<file path="src/rtl/qspi_arb.sv">
// Line-fill/writeback arbiter: NCH cache requesters share one qspi controller.
// Grants one channel at a time, latches its context and routes nibble strobes back to it.
module qspi_arb #(
   parameter int NCH         = 2,
   parameter int PA          = 22,
   parameter int LINE_LENGTH = 4,
   parameter int RR          = 1,
   parameter int TIMEOUT     = 255,
   localparam int TW         = PA - $clog2(LINE_LENGTH)
) (
   input  logic              clk,
   input  logic              reset,
   input  logic [NCH-1:0]    ch_req,
   input  logic [NCH-1:0]    ch_write,
   input  logic [NCH-1:0]    ch_mem,
   input  logic [NCH*TW-1:0] ch_tag,
   output logic [NCH-1:0]    ch_grant,
   output logic [NCH-1:0]    ch_done,
   output logic [NCH-1:0]    ch_wstrobe,
   output logic [NCH-1:0]    ch_rstrobe,
   output logic              q_req,
   output logic              q_write,
   output logic              q_mem,
   output logic [TW-1:0]     q_tag,
   input  logic              q_wstrobe,
   input  logic              q_rstrobe,
   input  logic              q_done,
   output logic              q_abort,
   output logic              timeout
);

   localparam int IW = (NCH > 1) ? $clog2(NCH) : 1;
   localparam int CW = (TIMEOUT > 0) ? $clog2(TIMEOUT + 1) : 1;

   typedef enum logic [1:0] {IDLE, GRANT, BUSY, DONE} state_t;

   state_t        state;
   logic [IW-1:0] gidx;
   logic [IW-1:0] ptr;
   logic [IW-1:0] win_idx;
   logic [IW-1:0] idx;
   logic [CW-1:0] cnt;
   logic [CW-1:0] cnt_nxt;
   logic          wd_fire;

   // Descending scan so the candidate closest after the pointer (or lowest index) is written last.
   always_comb begin
      win_idx = '0;
      idx     = '0;
      if (RR != 0) begin
         for (int i = NCH; i >= 1; i--) begin
            idx = IW'((int'(ptr) + i) % NCH);
            if (ch_req[idx]) win_idx = idx;
         end
      end else begin
         for (int i = NCH - 1; i >= 0; i--) begin
            if (ch_req[i]) win_idx = IW'(i);
         end
      end
   end

   always_comb begin
      cnt_nxt = (cnt == CW'(TIMEOUT)) ? cnt : cnt + 1'b1;
      wd_fire = (TIMEOUT != 0) && (cnt_nxt == CW'(TIMEOUT)) && !q_done;
   end

   assign ch_wstrobe = (state == BUSY && q_wstrobe) ? ch_grant : '0;
   assign ch_rstrobe = (state == BUSY && q_rstrobe) ? ch_grant : '0;

   always_ff @(posedge clk or posedge reset) begin
      if (reset) begin
         state    <= IDLE;
         ch_grant <= '0;
         ch_done  <= '0;
         q_req    <= 1'b0;
         q_write  <= 1'b0;
         q_mem    <= 1'b0;
         q_tag    <= '0;
         q_abort  <= 1'b0;
         timeout  <= 1'b0;
         ptr      <= IW'(NCH - 1);
         gidx     <= '0;
         cnt      <= '0;
      end else begin
         ch_done <= '0;
         q_abort <= 1'b0;
         case (state)
            IDLE: begin
               if (|ch_req) begin
                  gidx  <= win_idx;
                  state <= GRANT;
               end
            end
            GRANT: begin
               q_write  <= ch_write[gidx];
               q_mem    <= ch_mem[gidx];
               q_tag    <= ch_tag[gidx*TW +: TW];
               ch_grant <= NCH'(1) << gidx;
               cnt      <= '0;
               q_req    <= 1'b1;
               state    <= BUSY;
            end
            BUSY: begin
               cnt <= cnt_nxt;
               // q_done takes precedence over a watchdog expiry in the same cycle.
               if (q_done) begin
                  q_req   <= 1'b0;
                  ch_done <= ch_grant;
                  state   <= DONE;
               end else if (wd_fire) begin
                  q_req   <= 1'b0;
                  q_abort <= 1'b1;
                  timeout <= 1'b1;
                  ch_done <= ch_grant;
                  state   <= DONE;
               end
            end
            DONE: begin
               ptr      <= gidx;
               ch_grant <= '0;
               state    <= IDLE;
            end
            default: state <= IDLE;
         endcase
      end
   end

endmodule
</file>
<file path="config.mk">
export PLATFORM = sky130hd
export DESIGN_NAME = qspi_arb
export DESIGN_NICKNAME = d
export VERILOG_FILES = /design/src/rtl/qspi_arb.sv
export SDC_FILE = /design/constraint.sdc
export NUM_CORES = 1
export LEC_CHECK = 0
export ABC_AREA = 1
export CORE_ASPECT_RATIO = 0.6
export CORE_MARGIN = 4
export CORE_UTILIZATION = 41
export CTS_BUF_LIST = sky130_fd_sc_hd__clkbuf_8
export CTS_CLUSTER_DIAMETER = 200
export DETAILED_ROUTE_END_ITERATION = 8
export MAX_ROUTING_LAYER = met4
export PLACE_DENSITY = 0.79
export SLEW_MARGIN = 20
export SYNTH_ARGS = -nofsm -noshare
export SYNTH_HDL_FRONTEND = slang
export SYNTH_SLANG_ARGS = --single-unit
</file>
<file path="constraint.sdc">
create_clock -name clk -period 1.5 [get_ports clk]
set_input_delay 0.225 -clock clk [delete_from_list [all_inputs] [get_ports clk]]
set_output_delay 0.225 -clock clk [all_outputs]
set_load 0.1 [all_outputs]
</file>
# Word level (Yosys, flattened, before mapping)
# Cells that the tools add are included.
[op_classes] bitwise_logic=1 n_reduce_logical=12 magnitude_cmp=3 n_shift=2 addsub=3 mux=28 n_mul=1 eq_ne=7
[op_table] op="40-bit by 7-bit variable part select with 20-bit output" count=1
[op_table] op="8-bit == test (second input constant)" count=2
[op_table] op="2-bit two-way mux" count=8
[op_table] op="8-bit case mux with 2 select lines" count=1
[op_table] op="1-bit two-way mux" count=15
[op_table] op="8-bit by 1-bit adder with 8-bit output (second input constant)" count=1
[op_table] op="8-bit two-way mux" count=1
[op_table] op="2-bit case mux with 4 select lines" count=1
[op_table] op="1-bit by 2-bit < comparator with 1-bit output (second input constant)" count=3
[op_table] op="2-bit AND reduction" count=3
[op_table] op="2-bit == test (second input constant)" count=2
[op_table] op="1-bit by 3-bit multiplier with 4-bit output (second input constant)" count=1
[op_table] op="2-bit case mux with 2 select lines" count=1
[op_table] op="2-bit nonzero test" count=2
[op_table] op="1-bit logical AND" count=3
[op_table] op="3-bit != test (second input constant)" count=1
[op_table] op="3-bit AND reduction" count=1
[op_table] op="1-bit adder (second input constant)" count=2
[op_table] op="2-bit by 1-bit == test with 1-bit output (second input constant)" count=1
[op_table] op="2-bit logical NOT" count=1
[op_table] op="2-bit != test (second input constant)" count=1
[op_table] op="1-bit case mux with 2 select lines" count=1
[op_table] op="2-bit OR reduction" count=1
[op_table] op="1-bit by 1-bit << shifter with 2-bit output (first input constant)" count=1
[op_table] op="2 further kinds" count=2
[word_totals] regBits=41 word_cells=69

# Logic depth before layout (Yosys ltp)
[depth] word_depth=7 depth_mapped=13 depth_no_buf=13

# Least setup slack after synthesis
# Ideal clock, no wire load.
[synth_timing] kind="register -> output" start="register ch_grant[0]" end="output port ch_rstrobe[0]" t_arrival_ns=3.191 t_required_ns=1.275 path_buffers=0 path_stages_with_launch=3 path_slack_ns=-1.916 cell_sequence="dfrtp_1 > inv_1 > nor3_1"
[synth_via] elab_chain_len=1
[synth_lines] item="start, declared" line_no="17" text="output logic [NCH-1:0] ch_grant,"
[synth_lines] item="start signal, assigned" line_no="98" text="ch_grant <= NCH'(1) << gidx;"
[synth_lines] item="2-bit two-way mux" line_no="68" text="assign ch_rstrobe = (state == BUSY && q_rstrobe) ? ch_grant : '0;"
[synth_lines] item="end, declared" line_no="20" text="output logic [NCH-1:0] ch_rstrobe,"
# Every way passes these cells.

# Worst setup path after layout
[layout_timing] start="register cnt[3]" end="register q_req"
[layout_via] elab_chain_len=6 elab_cells_between_ends=7 cone_classes="add/sub (1); eq/ne (3); mux (1); reduce/logical (2)"
[layout_lines] item="start, declared" line_no="42" text="logic [CW-1:0] cnt;"
[layout_lines] item="start signal, assigned" line_no="104" text="cnt <= cnt_nxt;"
[layout_lines] item="8-bit by 1-bit adder with 8-bit output or 8-bit == test (tied branches)" line_no="63" text="cnt_nxt = (cnt == CW'(TIMEOUT)) ? cnt : cnt + 1'b1;"
[layout_lines] item="8-bit two-way mux *" line_no="63"
[layout_lines] item="8-bit == test *" line_no="64" text="wd_fire = (TIMEOUT != 0) && (cnt_nxt == CW'(TIMEOUT)) && !q_done;"
[layout_lines] item="1-bit logical AND *" line_no="64"
[layout_lines] item="3-bit != test (no line) *"
[layout_lines] item="2-bit AND reduction (no line) *"
[layout_lines] item="end signal, assigned" line_no="75" text="q_req <= 1'b0;"
[layout_lines] item="end signal, assigned" line_no="100" text="q_req <= 1'b1;"
[layout_lines] item="end signal, assigned" line_no="107" text="q_req <= 1'b0;"
[layout_lines] item="end, declared" line_no="21" text="output logic q_req,"
# Every way passes the cells marked *; elsewhere a longest branch is shown, timed or not.
# A chain may end at the register's enable or synchronous reset.

==> flow_metrics.tcl <==
set metrics [dict create \
    crit_arrival_ns 1.94 \
    fp.dieArea_mm2 0.00657 \
    vdd_drop_max_mv 1.31 \
    die_width_um 102 \
    intPower_uw 4350 \
    clkLatencyLatePin_ns 0.30 \
    rows 20 \
    cts_max_level 2 \
    r2r_slack_ns -0.24 \
    die_h_um 64.4 \
    place_area_mm2 0.00362 \
    power_uw 9490 \
    core_mm2 0.00510 \
    drtIter0Drc 280 \
    final_hold_viol_count 0 \
    drive_gt1_frac 0.332 \
    finalWirelength_mm 7.48 \
    via_count 2351 \
    multi_input_area_mm2 0.00118 \
    hpwl_mm 5.09 \
    firstDrtPassIters 6 \
    grtUsageMet3 0.0473 \
    gr-usage-met1 0.291 \
    clockRootBuffer "clkbuf_8" \
    max_stage_delay_ns 0.45 \
    hold_class "in -> async" \
    r2r-end "q_req$_DFFE_PP0P_" \
    endpoint_kind "flip-flop" \
    worstMarginPinSlew_ns 0.251 \
    avgSynthCellArea_um2 8.02 \
    syn_nets 328 \
    yosys_warnings 0 \
    finalSetupViolCount 12 \
    r2r_start "cnt[3]$_DFFE_PP0P_" \
    clkTransAtPathRegs_ns 0.09 \
    critPathBufInv 0 \
    synth_cell_types 27 \
    critPathSlowestCell "dfrtp_2" \
    grt_max_degree 35 \
    p_sw_frac 0.542 \
    grt_busiest_layer "met2" \
    fin_area_mm2 0.00391 \
    grt_antenna_before_repair 0 \
    nets 433 \
    place_ws_ns -0.110 \
    ys_ff_latch 41 \
    r2r.worst_path.cells 11 \
    p_sw_uw 5140 \
    comb_power_share 0.704 \
    overflow 0 \
    start_util 0.426 \
    portBuffers 83 \
    worst_setup_path_start_kind "flip-flop" \
    area_growth_pct 79.7 \
    synth_top_area_share 0.460 \
    critPathKind "reg -> reg" \
    status "finished with violations" \
    syn_area_mm2 0.00217 \
    clockBufferDepth 2 \
    cp_common_cell "nand2_2" \
    drc_errors 0 \
    min_period_over_period 1.16 \
    power_frac_seq 0.214 \
    grt_pass1_vias 2166 \
    finalWorstSetupSlack_ns -0.241 \
    crit_fanout 5 \
    power_density_mw_per_mm2 2430 \
    cts_sinks 41 \
    leakagePower_uw 0.00169 \
    slew_viol_final 0 \
    relSlewSlack 0.832 \
    yosys.area.top_type "dfrtp_1" \
    cp_top_family "simple AND/OR/NAND/NOR gates" \
    synthCells 271 \
    ys_seq_area_frac 0.472 \
    grt.total_usage 0.221 \
    crit_required_ns 1.70 \
    grtUsageMet2 0.337 \
    maxCapViolCount 0 \
    power.share.clock 0.082 \
    ios 84 \
    viasPerCell 5.31 \
    ys_top_cells_by_area "dfrtp_1 46%, o21ai_0 11%, nand2_1 10%" \
    skew_ns 0.0126 \
    rsz0062_at_grt "true" \
    cts_tree "done" \
    antenna_cells 0 \
    gp_congestion 0.994 \
    grt_pass1_wl_mm 10.9 \
    period_needed_ns 1.74 \
    hold_buffers 0 \
    fmax_mhz 574 \
    seqCellArea_mm2 0.00104 \
    path_cells "nand2_2 > nor2_2 > nand3_2 > nand3_4 > nand2_1 > nor2_2 > nand2_2 > nand2_2 > nand2_4 > nand2_1 > o21ai_1" \
    fill_cells 321 \
    numCtsBuffers 5 \
    violations "negative setup slack" \
    drt-wirelength-per-cell_um 16.9 \
    ant_nets 0 \
]
-- cells in the mapped netlist (all sizes together) --
cell,instances
buf,3
nor4,1
or2,1
a21oi,2
o31ai,1
bufbuf,1
o21ai,57
ha,6
nand4,3
inv,22
clkbuf,8
dfrtp,40
nand3,20
nor3,4
dfstp,1
nand2,65
nor2,35
xnor2,1
-- state kept, by name, summed over array words and instances, names as in the netlist --
| register | count |
|---|---|
| state | 2 |
| gidx | 1 |
| q_write | 1 |
| q_tag | 20 |
| ch_grant | 2 |
| cnt | 8 |
| q_req | 1 |
| timeout | 1 |
| ch_done | 2 |
| ptr | 1 |
| q_mem | 1 |
| q_abort | 1 |
-- cells by family (layout without fill, tap and decap cells) --
kind of cell | count (synthesis) | after routing | synth area share
compound gates | 60 | 60 | 0.143
buf+inv | 34 | 140 | 0.0748
simple gates | 129 | 129 | 0.271
flops | 41 | 41 | 0.472
xor+xnor | 1 | 1 | 0.00403
fa+ha+maj | 6 | 6 | 0.0345
-- through the flow --
step / TNS, ns / hold slack, ns / instances / util
floorplan: -1.03 / 0.312 / 271 / -
global placement: -0.0690 / 0.482 / 426 / 0.708
detailed placement: -0.336 / 0.495 / 426 / 0.708
CTS: -0.739 / 0.296 / 438 / 0.735
global route: -2.90 / 0.304 / 443 / 0.766
finish: -1.77 / 0.289 / 443 / 0.766
-- timing repair --
item | in CTS | in global routing
pin swaps | 4 | 15
gates cloned | 0 | 0
resized for setup | 2 | 35
buffers inserted | 4 | 5
endpoints found under the setup margin | 11 | 14
-- cell usage in the layout (no fill, tap or decap), drive strengths merged --
master	n
nand2	65
buf	60
o21ai	57
clkdlybuf4s50	50
dfrtp	40
nor2	35
inv	23
nand3	20
clkbuf	6
ha	6
nor3	4
nand4	3
a21oi	2
xnor2	1
nor4	1
o31ai	1
or2	1
clkinvlp	1
dfstp	1
-- worst reg2reg max path, delay by kind of cell, from the launching register on --
kind	cells	cell delay, ns
simple gates	10	1.12
flops	1	0.45
compound gates	1	0.06
-- how the worst max path moves through the flow --
stage	from	to	cells past startpoint
global placement	cnt[1]$_DFFE_PP0P_	state[1]$_DFFE_PP0P_	10
floorplan	state[0]$_DFFE_PP0P_	ch_rstrobe[0]	4
detailed placement	cnt[1]$_DFFE_PP0P_	state[1]$_DFFE_PP0P_	12
CTS	state[0]$_DFFE_PP0P_	ch_rstrobe[1]	5
finish	cnt[3]$_DFFE_PP0P_	q_req$_DFFE_PP0P_	11
global route	cnt[1]$_DFFE_PP0P_	state[1]$_DFFE_PP0P_	13
-- power groups by stage --
| stage | clock, uW | combinational (uW) | sequential [uW] |
|---|---|---|---|
| floorplan | 0 | 1690 | 4290 |
| global placement | 0 | 6320 | 2020 |
| detailed placement | 0 | 6400 | 2050 |
| CTS | 789 | 6470 | 2020 |
| global route | 832 | 6980 | 2090 |
| finish | 778 | 6680 | 2030 |
-- metal layers --
layer	wire [um]	vias to the layer above
li1	-	1092
met1	3100	1093
met2	3450	141
met3	708	25
met4	229	0
met5	0	-
-- cell type report --
class,count,area share
Timing Repair Buffer,110,0.364
Multi-Input combinational cell,196,0.302
Sequential cell,41,0.266
Inverter,22,0.0237
Clock buffer,6,0.0211
Tap cell,66,0.0211
Clock inverter,2,0.00288
(Power assumes the default switching activity.)
==> RTL edit, RTL diff (config.mk and constraints unchanged) <==
Set the parameter `LINE_LENGTH` to 2 (it was 4).
--- a/src/rtl/qspi_arb.sv
+++ b/src/rtl/qspi_arb.sv
@@ -4,5 +4,5 @@
    parameter int NCH         = 2,
    parameter int PA          = 22,
-   parameter int LINE_LENGTH = 4,
+   parameter int LINE_LENGTH = 2,
    parameter int RR          = 1,
    parameter int TIMEOUT     = 255,
Ports: changed (resized ch_tag and q_tag); port bits go from 84 to 87. No check against the original RTL was run, so the function may have changed too.
==> RTL edit against the unedited design <==
The run still ends with setup timing left; critical endpoint is now state[1]; worst setup slack better by 7.1 ps; sequential cell count is 1 higher; critical path type unchanged; highest routed layer unchanged; largest power group unchanged; cell area is 3.1% lower; power is 1.1% higher; combinational power is 0.9% lower; routed wire length is 8.4% lower; via count is 5.4% lower; synthesized area is 1.8% lower.
==> RTL edit: results (changes against the unedited design) <==
| Metric | Value |
|---|---|
| Status | finished with violations (unchanged) |
| Violations in the final reports | setup timing (unchanged) |
| Headroom to the max-slew limit | 75.59% (was 83.25%) |
| RR Endpoint | state[1] (was q_req) |
| Total internal power | 0.004446 W (was 0.004352 W) |
| Routed wl met2 | 3227 um (was 3445 um) |
| Ratio of routed vias to standard cells | 5.066 (was 5.307) |
| Detail Placement HPWL | 5103 um (was 5094 um) |
| Iteration-0 DRC Markers | 135 (was 280) |
| # setup viols final | 11 (was 12) |
| Buffers inserted during post-CTS setup optimization | 3 (was 4) |
| Cell count of the worst reg-to-reg path | 12 (was 11) |
| Average instance area after synthesis | 7.877 um2 (was 8.024 um2) |
| Largest fanout on the critical path | 6 (was 5) |
| Filler instances | 348 (was 321) |
| Quantity of I/O buffers inserted on ports | 86 (was 83) |
| Count of unique library cells instantiated by Yosys | 25 (was 27) |
| Total Nets Final | 431 (was 433) |
| # resized after CTS | 8 (was 2) |
| PnR worst setup slack | -233.7 ps (was -240.9 ps) |
| Detailed-routing wirelength on met1 | 3060 um (was 3099 um) |
| Global Route Usage Sum | 22.20% (was 22.05%) |
| Total length of routed met3 wires | 455 um (was 708 um) |
| Top cells by instance count after synthesis | nand2_1, o21ai_0, dfrtp_1 (unchanged) |
| Relative contribution of the clock network to total power | 9.4% (was 8.2%) |
RTL edit: cell count changes after synthesis, moves of 2 or more:
cell / delta
buf_2: -2
clkbuf_1: +2
nand2_1: +5
nand2_2: -4
nand3_2: -3
nand4_1: -2
nor2_2: -2
o21ai_0: +7
o21ai_1: -6
o22ai_1: +2
RTL edit: cells by family (layout without fill, tap and decap cells):
kind of cell / after synthesis / in the layout / share of synthesized area (%)
AOI/OAI and AO/OA: 61 / 61 / 14.42
adders and majority gates: 6 / 6 / 3.517
xor gates and xnor gates: 2 / 2 / 0.8208
DFF: 42 / 42 / 49.30
buffers and inverters: 33 / 135 / 5.803
and+or+nand+nor: 127 / 127 / 26.14
RTL edit: final cells by class:
class	count	area (um2)	share of cell area (%)
clock buffer	5	68.82	1.818
tap	66	82.58	2.181
inverter	22	87.58	2.313
multi-input combinational	196	1074	28.35
clock inverter	3	40.04	1.058
sequential	42	1061	28.02
timing repair buffer	105	1373	36.25
RTL edit: worst max path at each step:
stage | to | cells after the start | startpoint
final | state[1] | 12 | cnt[1]
after global routing | q_req | 12 | cnt[1]
after CTS | state[1] | 12 | cnt[1]
after detailed placement | state[1] | 12 | cnt[1]
after global placement | q_req | 13 | cnt[0]
after floorplan | ch_rstrobe[0] | 4 | state[0]
RTL edit: metal layers:
layer  vias up  GRT usage, %
li1       1080             -
met1      1035         29.86
met2        97         34.77
met3        12         4.580
met4         0         4.975
met5         -             -
RTL edit: metrics by stage:
step	cell area, um2	total power, W	setup WS (ps)
floorplan	2217	0.005918	-218.4
global placement	3590	0.008433	-25.80
detailed placement	3590	0.008565	-169.2
CTS	3740	0.009564	-144.4
global route	3786	0.01004	-387.6
finish	3786	0.009602	-233.7
